==> src/rtl/regfile_loader.sv <==
// Sequential loader/dumper for the 32x32 register file: streams words into the write port
// and out of read port A. Optional running checksum under REGFILE_LOADER_CHECKSUM_EN.
module regfile_loader #(
    parameter int unsigned FIRST_REG = 1,
    parameter int unsigned LAST_REG  = 31
) (
    input  logic        clk,
    input  logic        reset,
    input  logic        start,
    input  logic        mode,
    output logic        busy,
    output logic        done,
    input  logic [31:0] in_data,
    input  logic        in_valid,
    output logic        in_ready,
    output logic [31:0] out_data,
    output logic        out_valid,
    input  logic        out_ready,
    output logic [4:0]  RW,
    output logic [31:0] PW,
    output logic        LE,
    output logic [4:0]  RA,
    input  logic [31:0] PA,
    output logic [31:0] checksum
);

    localparam logic [4:0] FirstPtr = 5'(FIRST_REG);
    localparam logic [4:0] LastPtr  = 5'(LAST_REG);

    typedef enum logic [1:0] {StIdle, StLoad, StDump, StDone} state_e;

    state_e      state_q, state_d;
    logic [4:0]  ptr_q, ptr_d;
    logic        le_q, le_d;
    logic [4:0]  rw_q, rw_d;
    logic [31:0] pw_q, pw_d;

    always_ff @(posedge clk) begin
        if (reset) begin
            state_q <= StIdle;
            ptr_q   <= '0;
            le_q    <= 1'b0;
            rw_q    <= '0;
            pw_q    <= '0;
        end else begin
            state_q <= state_d;
            ptr_q   <= ptr_d;
            le_q    <= le_d;
            rw_q    <= rw_d;
            pw_q    <= pw_d;
        end
    end

    // Terminal test precedes the increment, so ptr never wraps.
    always_comb begin
        state_d = state_q;
        ptr_d   = ptr_q;
        le_d    = 1'b0;
        rw_d    = rw_q;
        pw_d    = pw_q;
        unique case (state_q)
            StIdle: begin
                if (start) begin
                    state_d = mode ? StDump : StLoad;
                    ptr_d   = FirstPtr;
                end
            end
            StLoad: begin
                if (in_valid) begin
                    le_d = 1'b1;
                    rw_d = ptr_q;
                    pw_d = in_data;
                    if (ptr_q == LastPtr) state_d = StDone;
                    else                  ptr_d   = ptr_q + 5'd1;
                end
            end
            StDump: begin
                if (out_ready) begin
                    if (ptr_q == LastPtr) state_d = StDone;
                    else                  ptr_d   = ptr_q + 5'd1;
                end
            end
            StDone:  state_d = StIdle;
            default: state_d = StIdle;
        endcase
    end

    always_comb begin
        busy      = (state_q != StIdle);
        done      = (state_q == StDone);
        in_ready  = (state_q == StLoad);
        out_valid = (state_q == StDump);
        RA        = ptr_q;
        out_data  = PA;
        RW        = rw_q;
        PW        = pw_q;
        LE        = le_q;
    end

`ifdef REGFILE_LOADER_CHECKSUM_EN
    logic [31:0] csum_q, csum_d;
    logic        load_hs, dump_hs;

    always_comb begin
        load_hs = (state_q == StLoad) && in_valid;
        dump_hs = (state_q == StDump) && out_ready;
        csum_d  = csum_q;
        if (state_q == StIdle && start) csum_d = '0;
        else if (load_hs)               csum_d = csum_q + in_data;
        else if (dump_hs)               csum_d = csum_q + PA;
    end

    always_ff @(posedge clk) begin
        if (reset) csum_q <= '0;
        else       csum_q <= csum_d;
    end

    assign checksum = csum_q;
`else
    assign checksum = '0;
`endif

endmodule

==> config.mk <==
export PLATFORM = sky130hd
export DESIGN_NAME = regfile_loader
export DESIGN_NICKNAME = d
export VERILOG_FILES = /design/src/rtl/regfile_loader.sv
export SDC_FILE = /design/constraint.sdc
export NUM_CORES = 1
export LEC_CHECK = 0
export CAP_MARGIN = 15
export CORE_MARGIN = 2
export CORE_UTILIZATION = 33
export CTS_CLUSTER_SIZE = 24
export DETAILED_ROUTE_END_ITERATION = 7
export PLACE_DENSITY = 0.8
export SLEW_MARGIN = 0
export SYNTH_ARGS = -nofsm -noshare
export SYNTH_HDL_FRONTEND = slang
export SYNTH_SLANG_ARGS = --single-unit
==> constraint.sdc <==
create_clock -name clk -period 2.38 [get_ports clk]
set_input_delay 0.238 -clock clk [delete_from_list [all_inputs] [get_ports clk]]
set_output_delay 0.238 -clock clk [all_outputs]
set_load 0.02 [all_outputs]
=== After elaboration in Yosys (flattened, before gate mapping) ===
Index checks and enable logic that the tools add are counted.

* Flip-flop bits (word level): 45
* Bits in latches: 0
* RAM bits: 0
* Memory bits (read-only): 0
* Input port bits: 70
* Memories kept: 0

* Add/sub/neg operators: 1
* $mul: 0
* Divide/modulo/power cells: 0
* Order comparisons: 0
* Equality and inequality tests: 7
* Shift-type cells: 0
* Muxes and demuxes: 12
* Bitwise operators: 1
* Reduce and logical (&&, ||, !) cells: 7

{| class="wikitable"
|+ Operators with widths
! operator !! number
|-
| 5-bit 2-to-1 mux || 4
|-
| 5-bit one-hot mux with 3 select lines || 1
|-
| 2-bit 2-to-1 mux || 5
|-
| 2-bit one-hot mux with 4 select lines || 1
|-
| 5-bit by 1-bit adder with 5-bit output (second input constant) || 1
|-
| 5-bit == test (second input constant) || 1
|-
| 2-bit == test (second input constant) || 2
|-
| 2-bit != test (second input constant) || 2
|-
| 4-bit AND reduction || 1
|-
| 3-bit AND reduction || 1
|-
| 3-bit nonzero test || 1
|-
| 2-bit by 1-bit == test with 1-bit output (second input constant) || 1
|-
| 2-bit logical NOT || 1
|-
| 2-bit by 1-bit != test with 1-bit output (second input constant) || 1
|-
| 2-bit AND reduction || 1
|-
| 2-bit nonzero test || 1
|-
| 2-bit OR reduction || 1
|-
| 1-bit 2-to-1 mux || 1
|-
| 1-bit NOT || 1
|}

=== Logic depth before layout (Yosys ltp) ===
* Word-level depth: 4
* Mapped depth: 7
* Gate-level depth less buffers: 7

=== Least setup slack after synthesis ===
No wires, ideal clock.

* Path type: reg-to-reg
* From: register ptr_q[0] (netlist: RA[0])
* To: register ptr_q[2] (netlist: RA[2])
* Data arrival time: 1.906 ns
* Required time: 2.263 ns
* Setup slack: 0.357 ns
* Stages on the path, launching flop included: 8
* Buffers on the path: 0
* Clock period less this slack: 2.023 ns
* Cells stage by stage: dfxtp_1 -> ha_1 -> and3_1 -> ha_1 -> or2b_1 -> a2111oi_4 -> a21boi_1 -> o21ai_1

* Cells in the longest elaborated chain, start to end: 4

{| class="wikitable"
|+ Ends and longest elaborated chain
! element !! RTL line !! RTL
|-
| from (decl) || 33 || <nowiki>logic [4:0] ptr_q, ptr_d;</nowiki>
|-
| from (signal assigned) || 47 || <nowiki>ptr_q <= ptr_d;</nowiki>
|-
| 5-bit by 1-bit adder with 5-bit output / 5-bit == test (equally long branches) || n/a ||
|-
| 5-bit 2-to-1 mux * || 73, 79 ||
|-
| 5-bit 2-to-1 mux, on equally long branches || 78, 69 ||
|-
| 5-bit one-hot mux with 3 select lines * || 61 || <nowiki>unique case (state_q)</nowiki>
|}

Every way passes the cells marked *; elsewhere a longest branch is shown, timed or not. The select of a mux whose other input is x is not followed.
A chain may end at the register's enable or synchronous reset.

=== Final worst setup path ===
* From: register state_q[1]
* To: register ptr_q[2] (netlist: RA[2])

* Cells in the longest elaborated chain, start to end: 3

{| class="wikitable"
|+ Ends and longest elaborated chain
! element !! RTL line !! RTL
|-
| from (decl) || 32 || <nowiki>state_e state_q, state_d;</nowiki>
|-
| from (signal assigned) || 40 || <nowiki>state_q <= StIdle;</nowiki>
|-
| from (signal assigned) || 46 || <nowiki>state_q <= state_d;</nowiki>
|-
| 2-bit == test (tied with other cells) || 61 ||
|-
| 2-bit by 1-bit != test with 1-bit output (no line) (tied with other cells) || n/a ||
|-
| 4-bit AND reduction (no line) || n/a ||
|}

Several ways; a longest one is shown, not always the timed one.

==> results.md <==
- Placement Setup Slack: 0.285 ns
- Nets: 412
- # IOs: 181
- Flop pwr share: 0.398
- Worst reg2reg path startpoint: state_q[1]
- Crit Path Class: reg2reg
- Worst reg-to-reg setup slack: 0.26 ns
- Crit path buf inv count: 1
- Number of DRC markers in iteration 0: 36
- CTS root buffer: clkbuf_8
- Detailed Place HPWL: 3.73 mm
- Pwr dens: 745 nW/um^2
- Number of vias in the routed layout: 1868
- DRC violations left: 0
- Clock slew seen by the registers of the worst setup and hold paths: 0.08 ns
- Final-layout setup total negative slack: 0 ns
- Number of buffers inserted to repair setup after CTS: 0
- Net load switching power: 742 uW
- Worst max-slew margin expressed relative to the limit: 0.643
- RSZ-0062 raised after global routing: no
- Maximum fanout encountered on the critical timing path: 11
- Launch point of the critical path: state_q[1]
- Hold slack: 0.419 ns
- Yosys reg bits: 45
- Int Pwr: 1.44 mW
- Std-Cell Rows: 30
- Setup violations, final: 0
- Detailed-route vias per instance: 4.50
- Gates resized, CTS repair: 0
- Synthesized area divided by synthesized cell count: 8.02 sq um
- Cts bufs inserted: 5
- Total of fill cells in the finished design: 694
- Switching portion of total power: 0.340
- GRT Resource Usage Total: 0.129
- GRT Residual Overflow: 0
- Combinational Power Share: 0.388
- Gp weighted congestion: 0.753
- H-tree levels: 2
- TritonCTS clock tree: done
- Hold Buf Count CTS: 0
- Ys Warns: 0
- Slew of the pin with the lowest slew margin: 0.535 ns
- Depth of the worst register-to-register path: 6
- Pins Over Slew Limit: 0
- Antenna Diode Count: 0
- Reg-to-reg endpoint: RA[2]
- Die Ht: 87.2 microns
- Count of different cell masters after synthesis: 34
- TritonRoute pass-1 iters: 4
- Critical-path cell with the highest stage delay: ha_1
- Average routed wire per standard cell: 11.9 microns
- Critical path capture point: RA[2]
- Kind of end point of the critical path: flop
- Clock network power share: 0.215
- Required time of the critical path: 2.57 ns
- Via count of the first global-routing pass: 1706
- Placed instance area: 2840 sq um
- Number of max-cap violations: 0
- Area of the mapped netlist: 2290 sq um
- Post-Route Skew: 0.00868 ns
- Final ANT Viol Nets: 0
- Port Buffer Count: 84
- Class of the tightest hold or removal check: in2reg
- Count of mapped cells out of synthesis: 285
- Fin area: 2930 sq um
- Antenna violations before repair: 0
- Pin count of the biggest net entering global routing: 29
- Leakage power total: 1.08 nW
- Growth of design area from synthesis to finish: 28.1%
- Startpoint class of the critical path: flop
- Total number of clock tree sinks: 45
- Status: finished clean
- Least setup slack across all paths after layout: 0.263 ns
- Sequential element share of the synthesized area: 0.394
- Critical path, cell by cell: inv_1 -> ha_1 -> or2b_1 -> a2111oi_4 -> a21boi_1 -> o21ai_1
- Dominant delay contributor by cell family on the critical path: compound AO/OA/AOI/OAI gates
- Clock latency reported for the late side of the worst-skew pair: 0.29 ns
- Proportion of layout cells with a drive suffix above 1: 0.0507
- Data arrival time of the critical path: 2.30 ns
- Core Region: 6760 sq um
- Share of the cycle needed by the critical path after routing: 0.889
- Longest Clk Path Bufs: 2
- Total die area: 7610 sq um
- Critical path depth in cells: 6
- Slowest stage delay, CP: 0.47 ns
- First-pass GRT wire length: 7.81 mm
- Max frequency: 472 MHz
- Initial core utilization: 0.338
- Width of the chip: 87.2 microns
- Final WL: 4.95 mm
- Peak ir drop on the vdd network: 0.465 mV
- Post-layout minimum cycle time: 2.12 ns
- Final number of hold-violating endpoints: 0
-- state kept, by name, summed over array words and instances (netlist names) --
register and flops:
LE 1, state_q 2, RW 5, RA 5, PW 32
-- cell usage after synthesis (all sizes together) --
library cell  count  area share
and2              1      0.0027
nand2b            4       0.014
inv               4      0.0066
nor2b             4       0.011
nor3              1      0.0022
nand3             3      0.0066
nand4             1      0.0027
conb              1      0.0016
and3              1      0.0027
a311oi            1      0.0038
a21boi            1      0.0033
o211ai            1      0.0033
dfxtp            45        0.39
or2b              1      0.0033
a21oi            40       0.088
buf              72        0.23
nand2            76        0.12
a211oi            1      0.0033
a2111oi           1       0.012
a31oi             1      0.0027
nor3b             1      0.0033
mux2i             2      0.0088
nand4b            1      0.0038
nor2              5      0.0093
ha                7       0.038
o31ai             1      0.0033
o21ai             1      0.0022
clkbuf            6      0.0099
nor4              1      0.0055
-- power by group through the flow --
stage,sequential [mW],clock (mW),combinational [mW]
2_1_floorplan,0.965,0,0.594
3_3_place_gp,0.880,0,0.832
3_5_place_dp,0.887,0,0.850
4_1_cts,0.869,0.496,0.854
5_1_grt,0.879,0.523,0.920
6_report,0.868,0.469,0.846
-- per-layer routing --
layer | track usage | routed length (microns)
met3 | 0.0445 | 421
met5 | 0 | 0
met1 | 0.153 | 2060
met4 | 0.0462 | 63
met2 | 0.218 | 2400
-- logic make-up (layout without fill, tap and decap cells) --
| kind of cell | count (synthesis) | after routing | share of synthesized area |
|---|---|---|---|
| muxes | 2 | 2 | 0.00876 |
| adders and majority gates | 7 | 7 | 0.0383 |
| AOI/OAI and AO/OA | 48 | 48 | 0.122 |
| DFF | 45 | 45 | 0.394 |
| other | 1 | 32 | 0.00164 |
| and+or+nand+nor | 100 | 100 | 0.192 |
| buffers and inverters | 82 | 101 | 0.244 |
-- how the worst min path moves through the flow --
stage | startpoint | end | slack, ns | depth (start not counted)
after floorplan | in_data[0] | PW[0] | 0.37 | 2
final | reset | LE | 0.42 | 2
after global routing | reset | LE | 0.44 | 2
after CTS | reset | LE | 0.41 | 2
after global placement | PW[29] | PW[29] | 0.44 | 2
after detailed placement | PW[23] | PW[23] | 0.45 | 2
-- area by class of cell --
class	count	area, sq um	share of cell area
tap	80	100	0.0342
clock buffer	7	86.3	0.0295
sequential	45	901	0.308
inverter	4	15.0	0.00513
timing repair buffer	90	881	0.301
multi-input combinational	189	945	0.323
-- cells in the final DEF (no fill, tap or decap), types with 2 or more instances in the layout --
cell | synthesis | final
ha_1 | 7 | 7
nand2b_1 | 3 | 3
nand2_1 | 76 | 76
nand3_1 | 3 | 3
mux2i_1 | 2 | 2
nor2b_1 | 4 | 4
dfxtp_1 | 45 | 45
conb_1 | 1 | 32
a21oi_1 | 40 | 40
clkdlybuf4s50_1 | 0 | 83
inv_1 | 4 | 4
buf_4 | 64 | 6
clkbuf_8 | 0 | 6
nor2_1 | 4 | 4
-- through the flow --
step	util	std cells	power (mW)
2_1_floorplan	-	316	1.56
3_3_place_gp	0.421	408	1.71
3_5_place_dp	0.421	408	1.74
4_1_cts	0.433	415	2.22
5_1_grt	0.433	415	2.32
6_report	0.433	415	2.18
(Power assumes the default switching activity.)
